File: config.mk
export PLATFORM = sky130hd
export DESIGN_NAME = raster_dcr_writer
export DESIGN_NICKNAME = d
export VERILOG_FILES = /design/src/rtl/raster_dcr_writer.sv
export SDC_FILE = /design/constraint.sdc
export NUM_CORES = 1
export LEC_CHECK = 0
export BUFFER_PORTS_ARGS = -buffer_cell sky130_fd_sc_hd__buf_2
export CAP_MARGIN = 25
export CORE_AREA = 10 10 137 139
export CTS_CLUSTER_DIAMETER = 80
export DETAILED_ROUTE_END_ITERATION = 8
export DIE_AREA = 0 0 147 149
export GPL_ROUTABILITY_DRIVEN = 0
export PLACE_DENSITY = 0.92
export SYNTH_ARGS = -nofsm -noshare
export SYNTH_HDL_FRONTEND = slang
export SYNTH_SLANG_ARGS = --single-unit
File: constraint.sdc
create_clock -name clk -period 5.57 [get_ports clk]
set_input_delay 1.114 -clock clk [delete_from_list [all_inputs] [get_ports clk]]
set_output_delay 1.114 -clock clk [all_outputs]
set_load 0.01 [all_outputs]
File: src/rtl/raster_dcr_writer.sv
// -----------------------------------------------------------------------------
// raster_dcr_writer
//
// Takes one raster configuration request over a valid/ready handshake and
// serialises it into six DCR bus writes (tile buffer address, tile count,
// primitive buffer address, primitive buffer stride, scissor X, scissor Y).
// The writes go to the raster unit's DCR slave. The DCR bus has no
// backpressure, so every cycle with dcr_write_valid=1 is a completed write.
//
// Optional feature (compile-time macro RASTER_DCR_SKIP_UNCHANGED_EN):
//   Keeps a shadow copy of each of the six data words. After the first
//   completed sequence, any index whose data matches its shadow is skipped.
//   A skipped index produces no write and no gap. Without the macro, all six
//   writes are always issued and no shadow state exists.
//
// Ports:
//   clk                 clock
//   reset               asynchronous, active-low reset. Release is assumed to
//                       be synchronised to clk upstream.
//   req_valid/ready     request handshake; ready only in IDLE
//   req_*               request fields, latched on acceptance
//   dcr_write_valid     one-cycle strobe per DCR write
//   dcr_write_addr      DCR address; holds its value between writes
//   dcr_write_data      DCR data; holds its value between writes
//   busy                high from the cycle after acceptance through done
//   done                one-cycle pulse when the sequence completes
// -----------------------------------------------------------------------------
module raster_dcr_writer #(
   parameter int unsigned ADDR_BITS         = 32,
   parameter int unsigned TILE_BITS         = 16,
   parameter int unsigned STRIDE_BITS       = 16,
   parameter int unsigned DIM_BITS          = 15,
   parameter int unsigned WRITE_GAP         = 0,
   parameter int unsigned VX_DCR_ADDR_WIDTH = 12,
   parameter int unsigned RASTER_DCR_BASE   = 'h010
) (
   input  logic                         clk,
   input  logic                         reset,
   input  logic                         req_valid,
   output logic                         req_ready,
   input  logic [ADDR_BITS-1:0]         req_tbuf_addr,
   input  logic [TILE_BITS-1:0]         req_tile_count,
   input  logic [ADDR_BITS-1:0]         req_pbuf_addr,
   input  logic [STRIDE_BITS-1:0]       req_pbuf_stride,
   input  logic [DIM_BITS-1:0]          req_dst_xmin,
   input  logic [DIM_BITS-1:0]          req_dst_xmax,
   input  logic [DIM_BITS-1:0]          req_dst_ymin,
   input  logic [DIM_BITS-1:0]          req_dst_ymax,
   output logic                         dcr_write_valid,
   output logic [VX_DCR_ADDR_WIDTH-1:0] dcr_write_addr,
   output logic [31:0]                  dcr_write_data,
   output logic                         busy,
   output logic                         done
);

   localparam int unsigned VX_DCR_RASTER_TBUF_ADDR   = RASTER_DCR_BASE + 0;
   localparam int unsigned VX_DCR_RASTER_TILE_COUNT  = RASTER_DCR_BASE + 1;
   localparam int unsigned VX_DCR_RASTER_PBUF_ADDR   = RASTER_DCR_BASE + 2;
   localparam int unsigned VX_DCR_RASTER_PBUF_STRIDE = RASTER_DCR_BASE + 3;
   localparam int unsigned VX_DCR_RASTER_SCISSOR_X   = RASTER_DCR_BASE + 4;
   localparam int unsigned VX_DCR_RASTER_SCISSOR_Y   = RASTER_DCR_BASE + 5;

   typedef enum logic [1:0] {StIdle, StWrite, StGap, StFinish} state_e;

   state_e state_q, state_d;
   logic [2:0] idx_q, idx_d;
   logic [2:0] gap_q, gap_d;

   // Latched request fields
   logic [ADDR_BITS-1:0]   tbuf_q, tbuf_d;
   logic [TILE_BITS-1:0]   tiles_q, tiles_d;
   logic [ADDR_BITS-1:0]   pbuf_q, pbuf_d;
   logic [STRIDE_BITS-1:0] stride_q, stride_d;
   logic [DIM_BITS-1:0]    xmin_q, xmin_d, xmax_q, xmax_d;
   logic [DIM_BITS-1:0]    ymin_q, ymin_d, ymax_q, ymax_d;

   // Registered outputs
   logic                         wr_valid_q, wr_valid_d;
   logic [VX_DCR_ADDR_WIDTH-1:0] wr_addr_q, wr_addr_d;
   logic [31:0]                  wr_data_q, wr_data_d;
   logic                         busy_q, busy_d;
   logic                         done_q, done_d;

   logic        accept;
   logic [31:0] word [6];
   logic [5:0]  skip;
   logic [3:0]  search_from;
   logic        next_found;
   logic [2:0]  next_idx;

   assign req_ready = (state_q == StIdle) && reset;
   assign accept    = req_valid && req_ready;

   // Fields as seen this cycle: the fresh request on acceptance, else the latch.
   always_comb begin
      tbuf_d   = accept ? req_tbuf_addr   : tbuf_q;
      tiles_d  = accept ? req_tile_count  : tiles_q;
      pbuf_d   = accept ? req_pbuf_addr   : pbuf_q;
      stride_d = accept ? req_pbuf_stride : stride_q;
      xmin_d   = accept ? req_dst_xmin    : xmin_q;
      xmax_d   = accept ? req_dst_xmax    : xmax_q;
      ymin_d   = accept ? req_dst_ymin    : ymin_q;
      ymax_d   = accept ? req_dst_ymax    : ymax_q;
   end

   always_comb begin
      word[0] = 32'(tbuf_d);
      word[1] = 32'(tiles_d);
      word[2] = 32'(pbuf_d);
      word[3] = 32'(stride_d);
      word[4] = 32'(xmin_d) | (32'(xmax_d) << 16);
      word[5] = 32'(ymin_d) | (32'(ymax_d) << 16);
   end

`ifdef RASTER_DCR_SKIP_UNCHANGED_EN
   logic [31:0] shadow_q [6];
   logic        shadow_valid_q;

   always_comb begin
      skip = '0;
      for (int i = 0; i < 6; i++) begin
         skip[i] = shadow_valid_q && (word[i] == shadow_q[i]);
      end
   end

   always_ff @(posedge clk or negedge reset) begin
      if (!reset) begin
         shadow_valid_q <= 1'b0;
         for (int i = 0; i < 6; i++) begin
            shadow_q[i] <= '0;
         end
      end else begin
         for (int i = 0; i < 6; i++) begin
            if (wr_valid_d && (idx_d == 3'(i))) begin
               shadow_q[i] <= wr_data_d;
            end
         end
         if (state_q == StFinish) begin
            shadow_valid_q <= 1'b1;
         end
      end
   end
`else
   assign skip = '0;
`endif

   // Lowest non-skipped index at or after search_from.
   always_comb begin
      search_from = (state_q == StIdle) ? 4'd0 : ({1'b0, idx_q} + 4'd1);
      next_found  = 1'b0;
      next_idx    = '0;
      for (int i = 5; i >= 0; i--) begin
         if ((4'(i) >= search_from) && !skip[i]) begin
            next_found = 1'b1;
            next_idx   = 3'(i);
         end
      end
   end

   // State register
   always_ff @(posedge clk or negedge reset) begin
      if (!reset) begin
         state_q <= StIdle;
         idx_q   <= '0;
         gap_q   <= '0;
      end else begin
         state_q <= state_d;
         idx_q   <= idx_d;
         gap_q   <= gap_d;
      end
   end

   // Next-state logic
   always_comb begin
      state_d = state_q;
      idx_d   = idx_q;
      gap_d   = gap_q;
      unique case (state_q)
         StIdle: begin
            if (accept) begin
               if (next_found) begin
                  state_d = StWrite;
                  idx_d   = next_idx;
               end else begin
                  state_d = StFinish;
               end
            end
         end
         StWrite: begin
            if (!next_found) begin
               state_d = StFinish;
            end else if (WRITE_GAP == 0) begin
               state_d = StWrite;
               idx_d   = next_idx;
            end else begin
               // idx already points at the pending write while gapping
               state_d = StGap;
               idx_d   = next_idx;
               gap_d   = 3'(WRITE_GAP - 1);
            end
         end
         StGap: begin
            if (gap_q == '0) begin
               state_d = StWrite;
            end else begin
               gap_d = gap_q - 3'd1;
            end
         end
         StFinish: state_d = StIdle;
         default:  state_d = StIdle;
      endcase
   end

   // Output logic: next values of the registered outputs follow state_d.
   always_comb begin
      wr_valid_d = (state_d == StWrite);
      wr_addr_d  = wr_addr_q;
      wr_data_d  = wr_data_q;
      busy_d     = (state_d != StIdle);
      done_d     = (state_d == StFinish);
      if (wr_valid_d) begin
         unique case (idx_d)
            3'd0: begin
               wr_addr_d = VX_DCR_ADDR_WIDTH'(VX_DCR_RASTER_TBUF_ADDR);
               wr_data_d = word[0];
            end
            3'd1: begin
               wr_addr_d = VX_DCR_ADDR_WIDTH'(VX_DCR_RASTER_TILE_COUNT);
               wr_data_d = word[1];
            end
            3'd2: begin
               wr_addr_d = VX_DCR_ADDR_WIDTH'(VX_DCR_RASTER_PBUF_ADDR);
               wr_data_d = word[2];
            end
            3'd3: begin
               wr_addr_d = VX_DCR_ADDR_WIDTH'(VX_DCR_RASTER_PBUF_STRIDE);
               wr_data_d = word[3];
            end
            3'd4: begin
               wr_addr_d = VX_DCR_ADDR_WIDTH'(VX_DCR_RASTER_SCISSOR_X);
               wr_data_d = word[4];
            end
            3'd5: begin
               wr_addr_d = VX_DCR_ADDR_WIDTH'(VX_DCR_RASTER_SCISSOR_Y);
               wr_data_d = word[5];
            end
            default: begin
               wr_addr_d = wr_addr_q;
               wr_data_d = wr_data_q;
            end
         endcase
      end
   end

   always_ff @(posedge clk or negedge reset) begin
      if (!reset) begin
         wr_valid_q <= 1'b0;
         wr_addr_q  <= '0;
         wr_data_q  <= '0;
         busy_q     <= 1'b0;
         done_q     <= 1'b0;
         tbuf_q     <= '0;
         tiles_q    <= '0;
         pbuf_q     <= '0;
         stride_q   <= '0;
         xmin_q     <= '0;
         xmax_q     <= '0;
         ymin_q     <= '0;
         ymax_q     <= '0;
      end else begin
         wr_valid_q <= wr_valid_d;
         wr_addr_q  <= wr_addr_d;
         wr_data_q  <= wr_data_d;
         busy_q     <= busy_d;
         done_q     <= done_d;
         tbuf_q     <= tbuf_d;
         tiles_q    <= tiles_d;
         pbuf_q     <= pbuf_d;
         stride_q   <= stride_d;
         xmin_q     <= xmin_d;
         xmax_q     <= xmax_d;
         ymin_q     <= ymin_d;
         ymax_q     <= ymax_d;
      end
   end

   assign dcr_write_valid = wr_valid_q;
   assign dcr_write_addr  = wr_addr_q;
   assign dcr_write_data  = wr_data_q;
   assign busy            = busy_q;
   assign done            = done_q;

endmodule

==> results of run 1 <==
-- synth_stat cells, types with 4 or more instances --
library cell    n
dfrtp_1       203
mux2i_1        21
nor3_1         16
o32ai_1        15
o221ai_1       10
nand2_1        43
a31o_2          6
buf_2          35
a221o_1         6
nor2_1         24
buf_4          13
nand2b_1        4
o21ai_1         8
nand3_1        31
o211ai_1        9
mux2_2        146
a31oi_1        14
clkbuf_1       15
inv_1          15
o21ai_0        26
a21oi_1        45
o211a_1        10
-- metrics by stage --
stage / hold slack (ps) / instance area, sq um
2_1_floorplan: 446 / 9140
3_3_place_gp: 449 / 10200
3_5_place_dp: 457 / 10200
4_1_cts: 481 / 10900
5_1_grt: 493 / 11000
6_report: 477 / 11000
-- kinds of logic after synthesis --
family                   after synthesis  share of synthesized area (%)
flip-flops                           203                           55.7
multiplexers                         167                           20.3
AO/OA/AOI/OAI                        161                           12.1
AND/OR/NAND/NOR                      130                           6.56
buffers and inverters                 84                           4.64
adder cells (fa/ha/maj)                3                          0.412
XOR/XNOR                               2                          0.192
other                                  1                         0.0411
-- how the worst max path moves through the flow --
| stage | from | to | slack, ps | cells after the start |
|---|---|---|---|---|
| 2_1_floorplan | req_valid | dcr_write_data[11] | 2820 | 9 |
| 3_3_place_gp | reset | dcr_write_data[6] | 1570 | 8 |
| 3_5_place_dp | reset | dcr_write_data[1] | 1390 | 9 |
| 4_1_cts | reset | dcr_write_data[1] | 1870 | 9 |
| 5_1_grt | reset | dcr_write_data[1] | 1620 | 9 |
| 6_report | reset | dcr_write_data[1] | 1810 | 9 |
-- layer usage --
layer	wire length [um]	GRT usage [%]
met1	10100	27.6
met2	12200	35.3
met3	1870	4.73
met4	614	6.79
met5	0	0
-- layout make-up --
cell class / instances / share of cell area [%]
flip-flops and latches: 203 / 46.3
well taps: 220 / 2.51
diodes: 2 / 0.0456
multi-input cells: 471 / 33.5
clock inverters: 13 / 2.02
clock buffers: 24 / 5.08
repair buffers: 207 / 9.88
inverters: 18 / 0.616
-- tightest hold or removal path, cell delays in order (launching register included) --
cell and delay [ps]:
dfrtp_1 350, nand2_1 50, nand2_1 50
-- report_power, final --
group	leakage (uW)	switching (uW)	internal (uW)
clock network	0.000383	583	996
registers	0.00244	271	2220
logic	0.00223	2600	1650
total	0.00505	3460	4870
-- registers in the layout (all words and copies together) (netlist names), 15 cells and up --
register	cells
dcr_write_data	32
ymax_q	15
ymin_q	15
stride_q	16
xmax_q	15
pbuf_q	32
tbuf_q	32
xmin_q	15
tiles_q	16
==> metrics.cfg, run 1 <==
[critical_path]
crit_chain = clkbuf_8 > a21oi_1 > or2_1 > or2_1 > and2_1 > inv_2 > nand2_1 > o32ai_1 > a21oi_1
rr_worst_depth = 9
cp_top_family = simple AND/OR/NAND/NOR gates
worstSetupEndpointType = flop
slowest_stage = nand2_1
arrival_ps = 4130
r2r_setup_slack_ps = 2210
regToRegEndpoint = dcr_write_data[1]
r2r_start = idx_q[0]
worstPathMaxFanout = 59
start_kind = input pin
max_stage_delay_ps = 460
crit_type = in -> reg
worst-path-buf-inv = 2
required_ps = 5930

[logic_synthesis]
synthTopCellsByArea = dfrtp_1 (56%), mux2_2 (18%), a21oi_1 (2.5%), mux2i_1 (2.3%), buf_2 (1.9%)
yosysTopAreaCellShare_pct = 55.7
synth-seq-cells = 203
synth-edff-count = 0
synthFlopType = dfrtp_1
synth_area_sq_mm = 0.00911
avgSynthCellArea_sq_um = 12.1
async_flop_share_pct = 100
ys_seq_area_share_pct = 55.7
synthDominantAreaCellType = dfrtp_1
yosysWarnings = 0
ys_types = 46
synth_cells = 751

[placed_design]
dp_slack_ps = 1390
dpl.hpwl_mm = 16.6
dp_cells = 1118
portBuffers = 198

[routing]
first_pass_iters = 7
wl_per_cell_um = 21.4
drc = 0
detail-route-antenna-nets = 0
drt-initial-drc-count = 603
wl_mm = 24.8
vias_per_cell = 5.87
num_vias = 6799

[floorplan]
rows = 47
fp.dieH_um = 149
die_x_um = 147
initial_core_util_pct = 56.4
core_sq_mm = 0.0162
dieArea_sq_mm = 0.0219
io_pins = 207

[hold_path]
min_path_type = reg -> reg
hold_start = dcr_write_data[20]
min_to = dcr_write_data[20]
hold_depth = 2

[timing]
slew_viol_final = 0
finalSetupViolCount = 0
period_share_pct = 67.5
hold_viol_final = 0
finClkSkew_ps = 19.5
tightest_slew_ps = 1010
rsz0062_at_grt = no
relSlewSlack_pct = 32.7
setup_tns_ps = 0
fin_crit_ps = 3760
fin_ws_ps = 1810
fmax_mhz = 266

[power]
pwr_density_cell_mw_per_mm2 = 759
peakVddDrop_uv = 390
leakagePower_uw = 0.00505
p_total_uw = 8320

[layout]
instances_no_fill = 1158
final.fill_count = 1182
nNetsFinal = 1084
area_growth_syn_to_layout_pct = 20.3
seq_area_sq_mm = 0.00508
final_util_pct = 67.8
drive_above_1_share_pct = 44.0
final_common_cell = dfrtp_1
multi_input_area_sq_mm = 0.00368
final_cell_mix = dfrtp_1 (203), buf_2 (197), mux2_2 (146)

[clock_network]
cts_tree = yes
cts_num_sinks = 203
post_cts_resized = 0
post_cts_buffers = 0
insertion_delay_ps = 500
clk_pin_slew_ps = 60
clock_path_buffers = 3
ctsHoldBuffers = 0
h-tree-depth = 1
numCtsBuffers = 21
root_buffer = clkbuf_16

[global_route]
grt_overflow = 0
grt_max_degree = 157
grt_pass1_vias = 7118
antenna_found_initial = 2
grt_usage_pct = 21.4
grt_pass1_wl_mm = 38.4

[flow_run]
cap_violations = 0

[status]
outcome = completed

No activity file was read; power rests on OpenSTA's default activity.
==> inputs of run 2 (changes only) <==
CORE_AREA = 10 10 141 143   (was 10 10 137 139)
DIE_AREA = 0 0 151 153   (was 0 0 147 149)
PLACE_DENSITY = 0.87   (was 0.92)
clock period = 3.9 ns   (was 5.57 ns; I/O delays follow)
==> metrics.cfg, run 2 (same netlist as run 1, synthesis figures left out) <==
[status]
outcome = completed

[clock_network]
insertion_delay_ps = 490
numCtsBuffers = 22
root_buffer = clkbuf_16
cts_tree = yes
clock_path_buffers = 3
post_cts_resized = 0
ctsHoldBuffers = 0
clk_pin_slew_ps = 60
post_cts_buffers = 0
cts_num_sinks = 203
h-tree-depth = 1

[timing]
relSlewSlack_pct = 29.7
finalSetupViolCount = 0
slew_viol_final = 0
fin_crit_ps = 3330
holdWs_ps = 461
rsz0062_at_grt = no
setup_tns_ps = 0
tightest_slew_ps = 1050
period_share_pct = 85.3
fmax_mhz = 301
fin_ws_ps = 573
hold_viol_final = 0
finClkSkew_ps = 10.1

[placed_design]
dp_slack_ps = 495
dpl.hpwl_mm = 17.3
portBuffers = 198

[critical_path]
crit_chain = ha_1 > a31oi_1 > a311oi_1 > or2_1 > and2_1 > inv_2 > nand2_1 > o32ai_1 > a31oi_1
start_kind = flop
arrival_ps = 3630
cp_top_family = simple AND/OR/NAND/NOR gates
slowest_stage = dfrtp_1
cp_common_cell = a31oi_1
rr_worst_depth = 9
worstPathMaxFanout = 22
r2r_setup_slack_ps = 570
worstSetupEndpointType = flop
crit_type = reg -> reg
worst-path-buf-inv = 1
r2r_start = idx_q[0]
max_stage_delay_ps = 470
required_ps = 4200
regToRegEndpoint = dcr_write_data[9]

[power]
leakagePower_uw = 0.00504
p_int_uw = 6800
p_sw_share_pct = 41.8
pwr_density_cell_mw_per_mm2 = 1070
combPwrFrac_pct = 52.0
peakVddDrop_uv = 743
switchingPower_uw = 4890
clkPwrFrac_pct = 17.5
sequentialPowerShare_pct = 30.4

[routing]
wl_mm = 24.4
wl_per_cell_um = 20.9
dr_wl_met2_mm = 11.8
vias_per_cell = 5.72
highest_layer = met5
detail-route-antenna-nets = 0
first_pass_iters = 7
drc = 0
num_vias = 6677
drt-initial-drc-count = 518
wl_met3_mm = 2.22
wl_met1_mm = 9.95

[global_route]
grt_pass1_vias = 7041
grt_overflow = 0
grt_max_degree = 94
antenna_found_initial = 6
grt_pass1_wl_mm = 38.5
grt_usage_pct = 20.5

[layout]
area_growth_syn_to_layout_pct = 20.2
final_common_cell = dfrtp_1
final_cell_mix = dfrtp_1 (203), buf_2 (197), mux2_2 (146)
nNetsFinal = 1088
final.fill_count = 1315
drive_above_1_share_pct = 43.7

[hold_path]
min_path_type = reg -> reg
hold_start = dcr_write_data[26]
hold_depth = 2
min_to = dcr_write_data[26]

[floorplan]
fp.dieH_um = 153
rows = 48
die_x_um = 151
dieArea_sq_mm = 0.0231
io_pins = 207
core_sq_mm = 0.0171
initial_core_util_pct = 53.4

[flow_run]
cap_violations = 0

[run 2: area by class of cell]
type	instances	area (sq um)	share of cell area, %
sequential	203	5080	46.4
multi-input combinational	471	3680	33.6
timing repair buffer	210	1130	10.3
clock buffer	34	667	6.09
tap	225	282	2.57
inverter	18	67.6	0.617
clock inverter	4	48.8	0.445
antenna	3	7.51	0.0685
[run 2: worst max path at each step]
stage | cells after the start | start | end
6_report | 9 | idx_q[0] | dcr_write_data[9]
5_1_grt | 9 | idx_q[0] | dcr_write_data[12]
4_1_cts | 9 | idx_q[0] | dcr_write_data[9]
3_5_place_dp | 9 | reset | dcr_write_data[9]
3_3_place_gp | 9 | reset | dcr_write_data[0]
2_1_floorplan | 9 | req_valid | dcr_write_data[11]
[run 2: worst reg2reg max path, delay by kind of cell (launching register included)]
kind | cells | cell delay (ps)
AND/OR/NAND/NOR | 3 | 1040
flip-flops | 1 | 470
buffers and inverters | 1 | 430
AO/OA/AOI/OAI | 4 | 800
adder cells (fa/ha/maj) | 1 | 400
[run 2: power by group through the flow]
stage               clock, uW  combinational [uW]  sequential, uW
floorplan                   0                4450            3510
global placement            0                5820            3510
detailed placement          0                6020            3590
CTS                      2090                6050            3560
global route             2180                6630            3660
finish                   2050                6080            3560
[run 2: routing by layer]
metal,track usage [%],up-vias
li1,-,3055
met1,26.9,3268
met2,33.5,306
met3,4.84,42
met4,5.00,6
met5,0,-
[run 2: through the flow]
stage | total power, uW | area (sq um) | utilization [%] | cells
detailed placement | 9600 | 10200 | 60.0 | 1127
floorplan | 7950 | 9140 | - | 758
global placement | 9330 | 10200 | 60.0 | 1127
finish | 11700 | 11000 | 64.2 | 1168
CTS | 11700 | 10900 | 64.2 | 1165
global route | 12500 | 11000 | 64.2 | 1166
